--- config.mk ---
export PLATFORM = sky130hd
export DESIGN_NAME = sram_req_ctrl_flat
export DESIGN_NICKNAME = d
export VERILOG_FILES = /design/src/rtl/sram_req_ctrl_if.sv /design/src/rtl/sram_req_ctrl.sv /design/src/flat_wrapper.sv
export SDC_FILE = /design/constraint.sdc
export NUM_CORES = 1
export LEC_CHECK = 0
export CAP_MARGIN = 20
export CORE_UTILIZATION = 48
export CTS_CLUSTER_DIAMETER = 30
export CTS_CLUSTER_SIZE = 25
export DETAILED_ROUTE_END_ITERATION = 10
export PLACE_DENSITY = 0.8
export SYNTH_ARGS = -nofsm -noshare
export SYNTH_HDL_FRONTEND = slang
export SYNTH_SLANG_ARGS = --single-unit
--- constraint.sdc ---
create_clock -name clk -period 5.5 [get_ports clk]
set_input_delay 0.825 -clock clk [delete_from_list [all_inputs] [get_ports clk]]
set_output_delay 0.825 -clock clk [all_outputs]
set_load 0.02 [all_outputs]
--- src/rtl/sram_req_ctrl_if.sv ---
// Request/response channel plus the SRAM 1RW port of sram_req_ctrl.
// master: core side and SRAM model; slave: the controller itself.
interface sram_req_ctrl_if #(
  parameter int ADDR_WIDTH = 11,
  parameter int DATA_WIDTH = 32,
  parameter int NUM_WMASKS = 4
);
  logic                  req_valid;
  logic                  req_ready;
  logic                  req_we;
  logic [31:0]           req_addr;
  logic [NUM_WMASKS-1:0] req_be;
  logic [DATA_WIDTH-1:0] req_wdata;
  logic                  rsp_valid;
  logic                  rsp_ready;
  logic [DATA_WIDTH-1:0] rsp_rdata;
  logic                  rsp_err;
  logic                  sram_csb;
  logic                  sram_web;
  logic [NUM_WMASKS-1:0] sram_wmask;
  logic [ADDR_WIDTH-1:0] sram_addr;
  logic [DATA_WIDTH-1:0] sram_din;
  logic [DATA_WIDTH-1:0] sram_dout;

  modport master (
    output req_valid, req_we, req_addr, req_be, req_wdata,
    output rsp_ready, sram_dout,
    input  req_ready, rsp_valid, rsp_rdata, rsp_err,
    input  sram_csb, sram_web, sram_wmask, sram_addr, sram_din
  );

  modport slave (
    input  req_valid, req_we, req_addr, req_be, req_wdata,
    input  rsp_ready, sram_dout,
    output req_ready, rsp_valid, rsp_rdata, rsp_err,
    output sram_csb, sram_web, sram_wmask, sram_addr, sram_din
  );
endinterface

--- src/rtl/sram_req_ctrl.sv ---
// SRAM request controller: in-order valid/ready requests to a 1RW SRAM
// port, one response per request via a credit-limited response FIFO.
// Ports: clk, rst (async, active high), bus (sram_req_ctrl_if.slave).
// Option: define SRAM_REQ_ERR_EN to reject misaligned/out-of-range addrs.
module sram_req_ctrl #(
  parameter int ADDR_WIDTH = 11,
  parameter int DATA_WIDTH = 32,
  parameter int NUM_WMASKS = 4,
  parameter int RD_LAT     = 2
) (
  input  logic           clk,
  input  logic           rst,
  sram_req_ctrl_if.slave bus
);
  localparam int DEPTH = RD_LAT + 2;
  localparam int CW = $clog2(DEPTH + 1);
  localparam int PW = $clog2(DEPTH);
  localparam logic [CW-1:0] DEPTH_C = CW'(DEPTH);
  localparam logic [PW-1:0] LAST_C = PW'(DEPTH - 1);

  logic [CW-1:0]         occ_q, occ_d;
  logic                  acc, pop, err, hit;
  logic [RD_LAT-1:0]     pv_q, pw_q, pe_q;
  logic                  push, push_err;
  logic [DATA_WIDTH-1:0] push_data;
  logic [DATA_WIDTH-1:0] mem_q [DEPTH];
  logic [DEPTH-1:0]      merr_q;
  logic [PW-1:0]         wp_q, rp_q;
  logic [CW-1:0]         cnt_q;

  // occ covers pipeline + FIFO, so a push never finds the FIFO full
  assign bus.req_ready = (occ_q < DEPTH_C) & ~rst;
  assign acc = bus.req_valid & bus.req_ready;

`ifdef SRAM_REQ_ERR_EN
  assign err = (|bus.req_addr[1:0])
             | (|bus.req_addr[31:ADDR_WIDTH+2]);
`else
  logic unused_addr;
  assign unused_addr = ^{bus.req_addr[1:0],
                         bus.req_addr[31:ADDR_WIDTH+2]};
  assign err = 1'b0;
`endif

  assign hit = acc & ~err;

  assign bus.sram_csb   = ~hit;
  assign bus.sram_web   = ~(hit & bus.req_we);
  assign bus.sram_addr  = hit ? bus.req_addr[ADDR_WIDTH+1:2] : '0;
  assign bus.sram_wmask = (hit & bus.req_we) ? bus.req_be : '0;
  assign bus.sram_din   = (hit & bus.req_we) ? bus.req_wdata : '0;

  // pipeline exit lines up with the SRAM read data
  assign push      = pv_q[RD_LAT-1];
  assign push_err  = pe_q[RD_LAT-1];
  assign push_data = (pw_q[RD_LAT-1] | push_err) ? '0 : bus.sram_dout;

  assign bus.rsp_valid = (cnt_q != '0);
  assign bus.rsp_rdata = bus.rsp_valid ? mem_q[rp_q] : '0;
`ifdef SRAM_REQ_ERR_EN
  assign bus.rsp_err   = bus.rsp_valid & merr_q[rp_q];
`else
  assign bus.rsp_err   = 1'b0;
  logic unused_err;
  assign unused_err = ^merr_q;
`endif
  assign pop = bus.rsp_valid & bus.rsp_ready;

  always_comb begin
    occ_d = occ_q;
    if (acc && !pop) occ_d = occ_q + CW'(1);
    else if (!acc && pop) occ_d = occ_q - CW'(1);
  end

  always_ff @(posedge clk or posedge rst) begin
    if (rst) begin
      occ_q  <= '0;
      pv_q   <= '0;
      pw_q   <= '0;
      pe_q   <= '0;
      wp_q   <= '0;
      rp_q   <= '0;
      cnt_q  <= '0;
      merr_q <= '0;
      for (int i = 0; i < DEPTH; i++) mem_q[i] <= '0;
    end else begin
      occ_q   <= occ_d;
      pv_q[0] <= acc;
      pw_q[0] <= bus.req_we;
      pe_q[0] <= err;
      for (int i = 1; i < RD_LAT; i++) begin
        pv_q[i] <= pv_q[i-1];
        pw_q[i] <= pw_q[i-1];
        pe_q[i] <= pe_q[i-1];
      end
      if (push) begin
        mem_q[wp_q]  <= push_data;
        merr_q[wp_q] <= push_err;
        wp_q <= (wp_q == LAST_C) ? '0 : wp_q + PW'(1);
      end
      if (pop) begin
        rp_q <= (rp_q == LAST_C) ? '0 : rp_q + PW'(1);
      end
      if (push && !pop) cnt_q <= cnt_q + CW'(1);
      else if (!push && pop) cnt_q <= cnt_q - CW'(1);
    end
  end
endmodule

--- src/flat_wrapper.sv ---
// flat-port wrapper written by rule: the top's interface ports become plain ports
module sram_req_ctrl_flat 
#(
  parameter int ADDR_WIDTH = 11,
  parameter int DATA_WIDTH = 32,
  parameter int NUM_WMASKS = 4,
  parameter int RD_LAT     = 2
)
  (clk, rst, bus_req_valid, bus_req_we, bus_req_addr, bus_req_be, bus_req_wdata, bus_rsp_ready, bus_sram_dout, bus_req_ready, bus_rsp_valid, bus_rsp_rdata, bus_rsp_err, bus_sram_csb, bus_sram_web, bus_sram_wmask, bus_sram_addr, bus_sram_din);
  sram_req_ctrl_if #(.ADDR_WIDTH(ADDR_WIDTH), .DATA_WIDTH(DATA_WIDTH), .NUM_WMASKS(NUM_WMASKS)) bus_i ();
  input  logic clk;
  input  logic rst;
  input wire logic [$bits(bus_i.req_valid)-1:0] bus_req_valid;
  input wire logic [$bits(bus_i.req_we)-1:0] bus_req_we;
  input wire logic [$bits(bus_i.req_addr)-1:0] bus_req_addr;
  input wire logic [$bits(bus_i.req_be)-1:0] bus_req_be;
  input wire logic [$bits(bus_i.req_wdata)-1:0] bus_req_wdata;
  input wire logic [$bits(bus_i.rsp_ready)-1:0] bus_rsp_ready;
  input wire logic [$bits(bus_i.sram_dout)-1:0] bus_sram_dout;
  output wire logic [$bits(bus_i.req_ready)-1:0] bus_req_ready;
  output wire logic [$bits(bus_i.rsp_valid)-1:0] bus_rsp_valid;
  output wire logic [$bits(bus_i.rsp_rdata)-1:0] bus_rsp_rdata;
  output wire logic [$bits(bus_i.rsp_err)-1:0] bus_rsp_err;
  output wire logic [$bits(bus_i.sram_csb)-1:0] bus_sram_csb;
  output wire logic [$bits(bus_i.sram_web)-1:0] bus_sram_web;
  output wire logic [$bits(bus_i.sram_wmask)-1:0] bus_sram_wmask;
  output wire logic [$bits(bus_i.sram_addr)-1:0] bus_sram_addr;
  output wire logic [$bits(bus_i.sram_din)-1:0] bus_sram_din;
  assign bus_i.req_valid = bus_req_valid;
  assign bus_i.req_we = bus_req_we;
  assign bus_i.req_addr = bus_req_addr;
  assign bus_i.req_be = bus_req_be;
  assign bus_i.req_wdata = bus_req_wdata;
  assign bus_i.rsp_ready = bus_rsp_ready;
  assign bus_i.sram_dout = bus_sram_dout;
  assign bus_req_ready = bus_i.req_ready;
  assign bus_rsp_valid = bus_i.rsp_valid;
  assign bus_rsp_rdata = bus_i.rsp_rdata;
  assign bus_rsp_err = bus_i.rsp_err;
  assign bus_sram_csb = bus_i.sram_csb;
  assign bus_sram_web = bus_i.sram_web;
  assign bus_sram_wmask = bus_i.sram_wmask;
  assign bus_sram_addr = bus_i.sram_addr;
  assign bus_sram_din = bus_i.sram_din;
  sram_req_ctrl #(.ADDR_WIDTH(ADDR_WIDTH), .DATA_WIDTH(DATA_WIDTH), .NUM_WMASKS(NUM_WMASKS), .RD_LAT(RD_LAT)) u_core (.clk(clk), .rst(rst), .bus(bus_i));
endmodule
**After elaboration in Yosys (flattened, before gate mapping)**

Cells that the tools add are included.

- Output and inout port bits: 84
- Input bits: 105
- Word-level logic and storage cells: 59
- Register bits after elaboration: 142

- Mux-type cells: 17
- Add/sub/neg operators: 6
- Bitwise logic cells: 9
- Reductions and logical operators: 11
- Eq/ne operators: 2
- Order comparisons: 4

Operators by type and width:

| kind | count |
|---|---|
| 2-to-1 mux 32 bit | 6 |
| bitwise mux 128 bit | 1 |
| binary-select mux 32 bit (select 2 bit) | 1 |
| demux 32 bit (select 2 bit) | 1 |
| 2-to-1 mux 3 bit | 4 |
| 2-to-1 mux 11 bit | 1 |
| adder 3 x 1 -> 3 bit (second input constant) | 2 |
| >= comparator 3 bit (second input constant) | 2 |
| inverter 2 -> 3 bit | 2 |
| subtractor 3 x 1 -> 3 bit (second input constant) | 2 |
| logical AND 1 bit | 5 |
| adder 2 x 1 -> 2 bit (second input constant) | 2 |
| AND 1 bit | 4 |
| == test 2 bit (second input constant) | 2 |
| 2-to-1 mux 2 bit | 2 |
| 2-to-1 mux 4 bit | 1 |
| nonzero test 2 bit | 2 |
| logical NOT 1 bit | 3 |
| less-than comparator 3 x 1 -> 1 bit (second input constant) | 1 |
| less-than comparator 3 bit (second input constant) | 1 |
| inverter 1 bit | 3 |
| nonzero test 3 bit | 1 |

**Depth between registers and ports, before layout**

Gate-level depths: netlist of the first run.

- Depth in word-level cells: 7
- Gate-level depth with buffers: 10
- Gate-level depth less buffers: 8

**Worst setup path before layout of the first run**

OpenSTA, ideal clock, no wires.

- Path type: input to output
- From: in rst
- To: out bus_sram_din[3]
- Path buffers: 2
- Required time: 4.675 ns
- Path slack: 2.936 ns
- Cell stages on the path: 5
- Arrival time: 1.739 ns
- Path through: nor2_1 > and2_1 > clkbuf_2 > buf_2 > and3_1

- Cells in the longest elaborated chain, start to end: 5

Ends and longest elaborated chain:

| element | line | source |
|---|---|---|
| from (decl) | flat_wrapper.sv:12 | `input logic rst;` |
| inverter 1 bit | sram_req_ctrl.sv:32 | `assign bus.req_ready = (occ_q < DEPTH_C) & ~rst;` |
| AND 1 bit | sram_req_ctrl.sv:32 |  |
| AND 1 bit | sram_req_ctrl.sv:33 | `assign acc = bus.req_valid & bus.req_ready;` |
| net u_core.acc | sram_req_ctrl.sv:22 | `logic acc, pop, err, hit;` |
| AND 1 bit | sram_req_ctrl.sv:51 | `assign bus.sram_din = (hit & bus.req_we) ? bus.req_wdata : '0;` |
| 2-to-1 mux 32 bit | sram_req_ctrl.sv:51 |  |
| to (decl) | flat_wrapper.sv:28 | `output wire logic [$bits(bus_i.sram_din)-1:0] bus_sram_din;` |

The timed path passes the listed nets, and every way through them passes these cells.

**Final worst setup path of the first run**

- From: in rst
- To: out bus_sram_din[17]

- Cells in the longest elaborated chain, start to end: 5

Ends and longest elaborated chain:

| element | line |
|---|---|
| inverter 1 bit | sram_req_ctrl.sv:32 |
| AND 1 bit | sram_req_ctrl.sv:32 |
| AND 1 bit | sram_req_ctrl.sv:33 |
| AND 1 bit | sram_req_ctrl.sv:51 |
| 2-to-1 mux 32 bit | sram_req_ctrl.sv:51 |

No other way between the ends.

==> PnR_summary.wiki, run 1 <==
{| class="wikitable"
! Metric !! Value
|-
| Yosys cell types || 24
|-
| Clock latency of the later-clocked register in the worst-skew pair || 0.42 ns
|-
| Area Growth Syn to Fin || 34.2%
|-
| Worst Path Arrival || approximately 3.7 ns
|-
| Ratio of cells with drive above 1 in the final layout || 9.29%
|-
| Global routing usage on met2 || 43.6%
|-
| CTS clk-pin slew, worst paths || roughly 0.050 ns
|-
| Startpoint class of the critical path || primary input
|-
| Layout fillers || just over 1000
|-
| Met1 demand-to-capacity share in global routing || between 20% and 30%
|-
| Number of enable flip-flop cells after synthesis || 0
|-
| Remaining antenna violation count after routing || 0
|-
| I/O pin count || 189
|-
| Clock Tree Buf Depth || 2
|-
| Number of levels the H-tree was split into || 4
|-
| Share of synthesized flip-flops with an asynchronous set or reset || 100%
|-
| Num CTS Buffers || 17
|-
| Floorplan row count || 42
|-
| Met3 Resource Use GR || 5.94%
|-
| Horizontal die dimension || approximately 120 um
|-
| Most frequently used cell type in the post-synthesis netlist || sky130_fd_sc_hd__dfrtp_1
|-
| Cells taking the most area after synthesis || sky130_fd_sc_hd__dfrtp_1 53%, sky130_fd_sc_hd__o21ai_0 9.7%, sky130_fd_sc_hd__mux4_2 9.4%
|-
| Clk root buf || sky130_fd_sc_hd__clkbuf_16
|-
| Top cell types by occurrence after synthesis || 142 x sky130_fd_sc_hd__dfrtp_1, 135 x sky130_fd_sc_hd__nand2_1, 130 x sky130_fd_sc_hd__o21ai_0
|-
| Fraction of the yosys area taken by sequential cells || between 50 and 60%
|-
| Port Buffers || 166
|-
| DR pass1 iterations || 5
|-
| Count of buffers added by post-CTS timing repair for setup || 0
|-
| GR Overflow Total || 0
|-
| Initial antenna violation count || 2
|-
| Core footprint || roughly 13000 sq um
|-
| # Max-Cap Violations || 0
|-
| Routed wirelength normalized by instance count || 17.6 um
|-
| Endpoint type of the worst setup path || output pin
|-
| Via/cell ratio || 5.46
|-
| Aggregate negative setup slack || 0 ns
|-
| Slowest stage cell, crit path || sky130_fd_sc_hd__and2_1
|-
| Drt total wl || 17.0 mm
|-
| CP bufs+invs || 2
|-
| Overall via count from detail_route || 5267
|-
| Peak ir drop on the vdd network || approximately 250 uV
|-
| Worst hold path type || flop to flop
|-
| Placer congestion estimate || 0.822
|-
| Tightest Pin Transition || 1.13 ns
|-
| Most used DFF post-synth || sky130_fd_sc_hd__dfrtp_1
|-
| Cell area reported after detailed placement || 8340 sq um
|-
| Final-stage net count || 890
|-
| Post-synth net total || 748
|-
| Gr usage total || 25.0%
|-
| Cts repair resizes || 0
|-
| # clock sinks || 142
|-
| Largest driver fanout on the critical path || 40
|-
| Final non-filler cell area || 8970 sq um
|-
| Critical path data required time || 4.68 ns
|-
| Post-Synthesis Cells || 634
|-
| Cell Area, Synth || 6680 sq um
|-
| Area share of the leading cell type in the synthesized netlist || 53.2%
|-
| Final-report max-slew violation count || 0
|-
| Syn_area_per_cell || 10.5 sq um
|-
| Critical-path cell list || clkdlybuf4s50_1, nor2_1, and2_1, and3_1, clkdlybuf4s50_1
|-
| TritonCTS clock tree || yes
|-
| Unrepaired setup endpoints after global routing || false
|-
| Final Hold Viols || 0
|-
| Timing-limited maximum frequency || 0.221 GHz
|-
| Total die area || 14400 sq um
|-
| Wire length of the first global-routing pass || 27.3 mm
|-
| Initial cell density of the core || roughly half
|-
| First-iteration detailed-routing DRC count || 425
|-
| Post-route clock period utilization || 82.1%
|-
| Minimum clock period || between 4 and 5 ns
|-
| Detailed-route DRC error count || 0
|-
| Post-layout total power || 5.13 mW
|-
| Status || complete, no violations
|-
| Worst path max stage delay || about 0.91 ns
|-
| Post-synth top area cell || sky130_fd_sc_hd__dfrtp_1
|-
| Number of register bits inferred by synthesis || 142
|-
| Busiest grt layer || met2
|-
| Number of global-route vias before repair || 5589
|-
| Relative max-transition margin || 24.7%
|-
| Classification of the worst setup path || primary input to output pin
|-
| Total of warnings raised by yosys || 0
|-
| Final number of setup-violating endpoints || 0
|-
| Post-CTS Hold Buffers || 0
|-
| Category of cells accounting for the largest share of critical-path delay || simple AND/OR/NAND/NOR gates
|-
| Largest net degree at the start of global routing || 106
|-
| Setup skew after layout || a little under 0.009 ns
|-
| Vertical die dimension || 120 um
|-
| Power density normalized to cell area || 572 nW/um^2
|-
| Leakage power || between 4 and 5 nW
|-
| DP HPWL || approximately 11 mm
|-
| Library cell appearing most often on the critical path || sky130_fd_sc_hd__clkdlybuf4s50_1
|}
## power breakdown
part,leakage (nW),total (mW),switching (mW),internal [mW]
Combinational,2.06,2.24,1.04,1.20
Sequential,1.74,1.90,0.356,1.54
Clock,0.250,0.996,0.410,0.586
## kinds of logic (layout without fill, tap and decap cells)
kind of cell / after synthesis / after routing / synth area share (%)
other: 1 / 3 / 0.0561
adders and majority gates: 9 / 9 / 1.91
xor gates and xnor gates: 6 / 6 / 0.786
buffers and inverters: 57 / 209 / 4.21
muxes: 36 / 36 / 11.7
and+or+nand+nor: 253 / 253 / 18.5
DFF: 142 / 142 / 53.2
AOI/OAI and AO/OA: 130 / 130 / 9.73
## path summary, 6_finish.rpt
path                                  from          endpoint  slack [ns]  depth (start not counted)
hold reg to reg             u_core.pw_q[0]    u_core.pw_q[1]        0.35                          0
setup reg to reg           u_core.occ_q[2]   u_core.occ_q[2]        2.44                          8
hold / removal              u_core.pw_q[0]    u_core.pw_q[1]        0.35                          0
setup / recovery                       rst  bus_sram_din[17]        0.98                          5
min in group asynchronous              rst   u_core.occ_q[2]        1.03                          2
max in group asynchronous              rst    u_core.wp_q[1]        3.42                          3
## area by class of cell
| class | instances | area [sq um] | area share (%) |
|---|---|---|---|
| antenna | 2 | 5.00 | 0.0558 |
| clock buffer | 21 | 460 | 5.13 |
| clock inverter | 8 | 45.0 | 0.502 |
| inverter | 7 | 31.3 | 0.349 |
| multi-input combinational | 435 | 2860 | 31.9 |
| sequential | 142 | 3560 | 39.6 |
| tap | 176 | 220 | 2.46 |
| timing repair buffer | 173 | 1790 | 20.0 |
## layer usage
layer / wire length, um / part of all wire (%)
met5: 0 / 0
met4: 671 / 4.0
met3: 948 / 5.6
met2: 8800 / 52
met1: 6550 / 39
## worst reg2reg max path, stage by stage, from the launching register on
cell and delay, ns:
sky130_fd_sc_hd__dfrtp_1 0.39, sky130_fd_sc_hd__nor2_1 0.49, sky130_fd_sc_hd__and2_1 0.91, sky130_fd_sc_hd__ha_1 0.32
sky130_fd_sc_hd__inv_1 0.07, sky130_fd_sc_hd__fa_1 0.38, sky130_fd_sc_hd__xor2_1 0.15, sky130_fd_sc_hd__nor2_1 0.11
sky130_fd_sc_hd__xor2_1 0.16
## metrics by stage
stage	cells	hold WS (ns)	worst slack [ns]	utilization, %
final	964	0.350	0.983	66.9
after detailed placement	928	0.338	1.04	62.3
after floorplan	634	0.331	0.865	-
after global placement	928	0.332	1.15	62.3
after global routing	964	0.353	0.737	66.9
after CTS	957	0.351	1.03	66.0
## registers in the layout (all words and copies together) (netlist names)
signal        count
u_core.wp_q       2
u_core.cnt_q      3
u_core.pv_q       2
u_core.mem_q    128
u_core.pw_q       2
u_core.occ_q      3
u_core.rp_q       2
## cell usage in the layout, fill, tap and decap left out, drive strengths merged
cell           instances
clkinvlp               2
nand3                  1
buf                    7
clkdlybuf4s50        166
or3                    1
and2                  33
conb                   1
mux2                   4
clkinv                 6
ha                     7
nand2b                32
clkbuf                21
inv                    7
xnor2                  2
o21ai                130
nand2                135
fa                     2
xor2                   4
dfrtp                142
mux4                  32
and3                  47
diode                  2
nor2                   4
No activity file was read; power rests on OpenSTA's default activity.
==> run 2: changes to the inputs <==
==> constraint.sdc (replaced) <==
create_clock -name clk -period 4.5 [get_ports clk]
set_input_delay 0.675 -clock clk [delete_from_list [all_inputs] [get_ports clk]]
set_output_delay 0.675 -clock clk [all_outputs]
set_load 0.02 [all_outputs]
==> run 2 against run 1 <==
Non-clock buffer count rose by 4. Design area rose by 1.8%. Die area did not move. Sequential share of layout area fell by 0.70 points. Register-to-register slack got worse by 0.74 ns. Sequential power rose by 23%. Highest routed layer unchanged. Setup slack got worse by 0.12 ns. Critical endpoint is now bus_sram_din[24]. Combinational power rose by 24%. Flip-flop and latch count did not move. Via count rose by 0.68%.
==> PnR_summary.wiki, run 2 (synthesis results as in run 1) <==
{| class="wikitable"
! Metric !! Value
|-
| Critical-path cell list || clkdlybuf4s50_1, nor2_1, buf_4, and2_1, buf_4, and3_1, clkdlybuf4s50_1
|-
| Detailed-route DRC error count || 0
|-
| Remaining antenna violation count after routing || 0
|-
| Initial cell density of the core || 49.9%
|-
| Most frequent standard cell in the layout excluding fill and tap cells || sky130_fd_sc_hd__clkdlybuf4s50_1
|-
| Drt total wl || about 17 mm
|-
| Timing-limited maximum frequency || 0.275 GHz
|-
| Area Growth Syn to Fin || 36.6%
|-
| Hold-critical path depth || 0
|-
| Sequential fraction of design power || around 35%
|-
| Via/cell ratio || 5.49
|-
| Num CTS Buffers || 17
|-
| CP bufs+invs || 4
|-
| DR pass1 iterations || 5
|-
| Cts repair resizes || 0
|-
| Startpoint class of the critical path || primary input
|-
| Post-CTS Hold Buffers || 0
|-
| Classification of the worst setup path || primary input to output pin
|-
| Top library cells by usage in the layout, fill and taps aside || 166 x sky130_fd_sc_hd__clkdlybuf4s50_1, 140 x sky130_fd_sc_hd__dfrtp_1, 131 x sky130_fd_sc_hd__nand2_1
|-
| CTS clk-pin slew, worst paths || 0.06 ns
|-
| Initial antenna violation count || 0
|-
| Horizontal die dimension || 120 um
|-
| I/O pin count || 189
|-
| Routed wirelength normalized by instance count || 17.7 um
|-
| Final critical-path setup slack || 0.867 ns
|-
| Vertical die dimension || 120 um
|-
| Worst-case reg-to-reg path depth || 9
|-
| Clock Tree Buf Depth || 2
|-
| P_sw || 2.24 mW
|-
| Final-stage net count || 894
|-
| R2r endpoint || u_core.cnt_q[2]
|-
| # Max-Cap Violations || 0
|-
| Placer congestion estimate || 0.800
|-
| Relative max-transition margin || 38.5%
|-
| Wire length of the first global-routing pass || 27.3 mm
|-
| # clock sinks || about 140
|-
| Gr usage total || 24.9%
|-
| Post-layout total power || 6.57 mW
|-
| Core footprint || 13400 sq um
|-
| Final number of setup-violating endpoints || 0
|-
| Final Hold Viols || 0
|-
| Number of global-route vias before repair || 5506
|-
| Register-to-register setup slack || 1.70 ns
|-
| Number of levels the H-tree was split into || 4
|-
| Status || complete, no violations
|-
| Floorplan row count || 42
|-
| Leakage power || 4.12 nW
|-
| Tightest Pin Transition || just over 0.9 ns
|-
| Total die area || 14400 sq um
|-
| Endpoint type of the worst setup path || output pin
|-
| TritonCTS clock tree || yes
|-
| Post-route clock period utilization || 80.7%
|-
| Critical path data required time || 3.83 ns
|-
| Aggregate negative setup slack || 0 ns
|-
| Minimum clock period || roughly 3.6 ns
|-
| Largest registers ranked by flip-flop count || u_core.mem_q: 128 flops, u_core.cnt_q: 3 flops, u_core.occ_q: 3 flops
|-
| Clk root buf || sky130_fd_sc_hd__clkbuf_16
|-
| First-iteration detailed-routing DRC count || 367
|-
| Largest net degree at the start of global routing || 129
|-
| Share of total power in the clock network || between 20% and 30%
|-
| Worst path max stage delay || 0.62 ns
|-
| Switching portion of total power || about 34%
|-
| Internal || 4.33 mW
|-
| Slowest stage cell, crit path || sky130_fd_sc_hd__clkdlybuf4s50_1
|-
| DP HPWL || about 11 mm
|-
| Min-delay src || u_core.pw_q[0]
|-
| Count of buffers added by post-CTS timing repair for setup || 0
|-
| Port Buffers || roughly 170
|-
| Worst hold path type || flop to flop
|-
| Power density normalized to cell area || roughly 700 nW/um^2
|-
| Pre-CTS setup slack || 0.846 ns
|-
| Worst Path Arrival || 2.96 ns
|-
| Endpoint with the worst hold slack || u_core.pw_q[1]
|-
| Launch instance of the worst register-to-register path || u_core.cnt_q[0]
|-
| Combinational group share of total power || 42.1%
|-
| Unrepaired setup endpoints after global routing || false
|-
| Max reg flops || 128
|-
| Largest driver fanout on the critical path || 26
|-
| Total stage count of the critical path || 7
|-
| Antenna Cells || 0
|-
| Setup skew after layout || 0.00651 ns
|-
| GR Overflow Total || 0
|-
| Ratio of cells with drive above 1 in the final layout || 10.0%
|-
| End-of-flow core utilization || between 60% and 70%
|-
| Category of cells accounting for the largest share of critical-path delay || buffers and inverters
|-
| Clock latency of the later-clocked register in the worst-skew pair || 0.41 ns
|-
| Peak ir drop on the vdd network || 341 uV
|-
| Most flop-heavy register || u_core.mem_q
|-
| Overall via count from detail_route || 5303
|-
| Final-report max-slew violation count || 0
|}
## run 2: final cells by class
type	instances	area, sq um
Clock buffer	17	425
Clock inverter	12	196
Tap cell	176	220
Inverter	7	31.3
Multi-Input combinational cell	435	2860
Fill cell	983	4270
Sequential cell	142	3560
Timing Repair Buffer	177	1840
## run 2: power by group through the flow
stage / clock network [mW] / logic (mW) / registers (mW)
after floorplan: 0 / 1.89 / 2.11
after global placement: 0 / 2.64 / 2.27
after detailed placement: 0 / 2.74 / 2.33
after CTS: 1.49 / 2.77 / 2.32
after global routing: 1.55 / 3.02 / 2.40
final: 1.48 / 2.77 / 2.33
## run 2: how the worst max path moves through the flow
stage | startpoint | to | slack [ns]
after floorplan | rst | u_core.cnt_q[0] | 0.02
after global routing | rst | bus_sram_din[23] | 0.69
after detailed placement | rst | bus_sram_din[24] | 0.85
final | rst | bus_sram_din[24] | 0.87
after global placement | rst | bus_sram_din[21] | 0.90
after CTS | rst | bus_sram_din[24] | 0.84
## run 2: per-stage QoR
stage	hold slack [ns]	instances	cell area, sq um
floorplan	0.331	634	6680
global placement	0.332	930	8370
detailed placement	0.335	931	8390
CTS	0.348	960	9010
global route	0.357	966	9130
finish	0.347	966	9130
## run 2: per-layer routing
metal	global-route usage, %	vias to the layer above	part of all wire [%]
li1	-	2446	-
met5	0	-	0
met4	9.14	0	1.0
met2	47.0	198	56
met1	28.0	2647	38
met3	4.09	12	5.5
## run 2: worst reg2reg max path: cells and delay by family (launching register included)
kind / cells / cell delay (ns)
xor+xnor: 2 / 0.34
simple gates: 3 / 1.01
flops: 1 / 0.41
fa+ha+maj: 2 / 0.61
buf+inv: 2 / 0.34
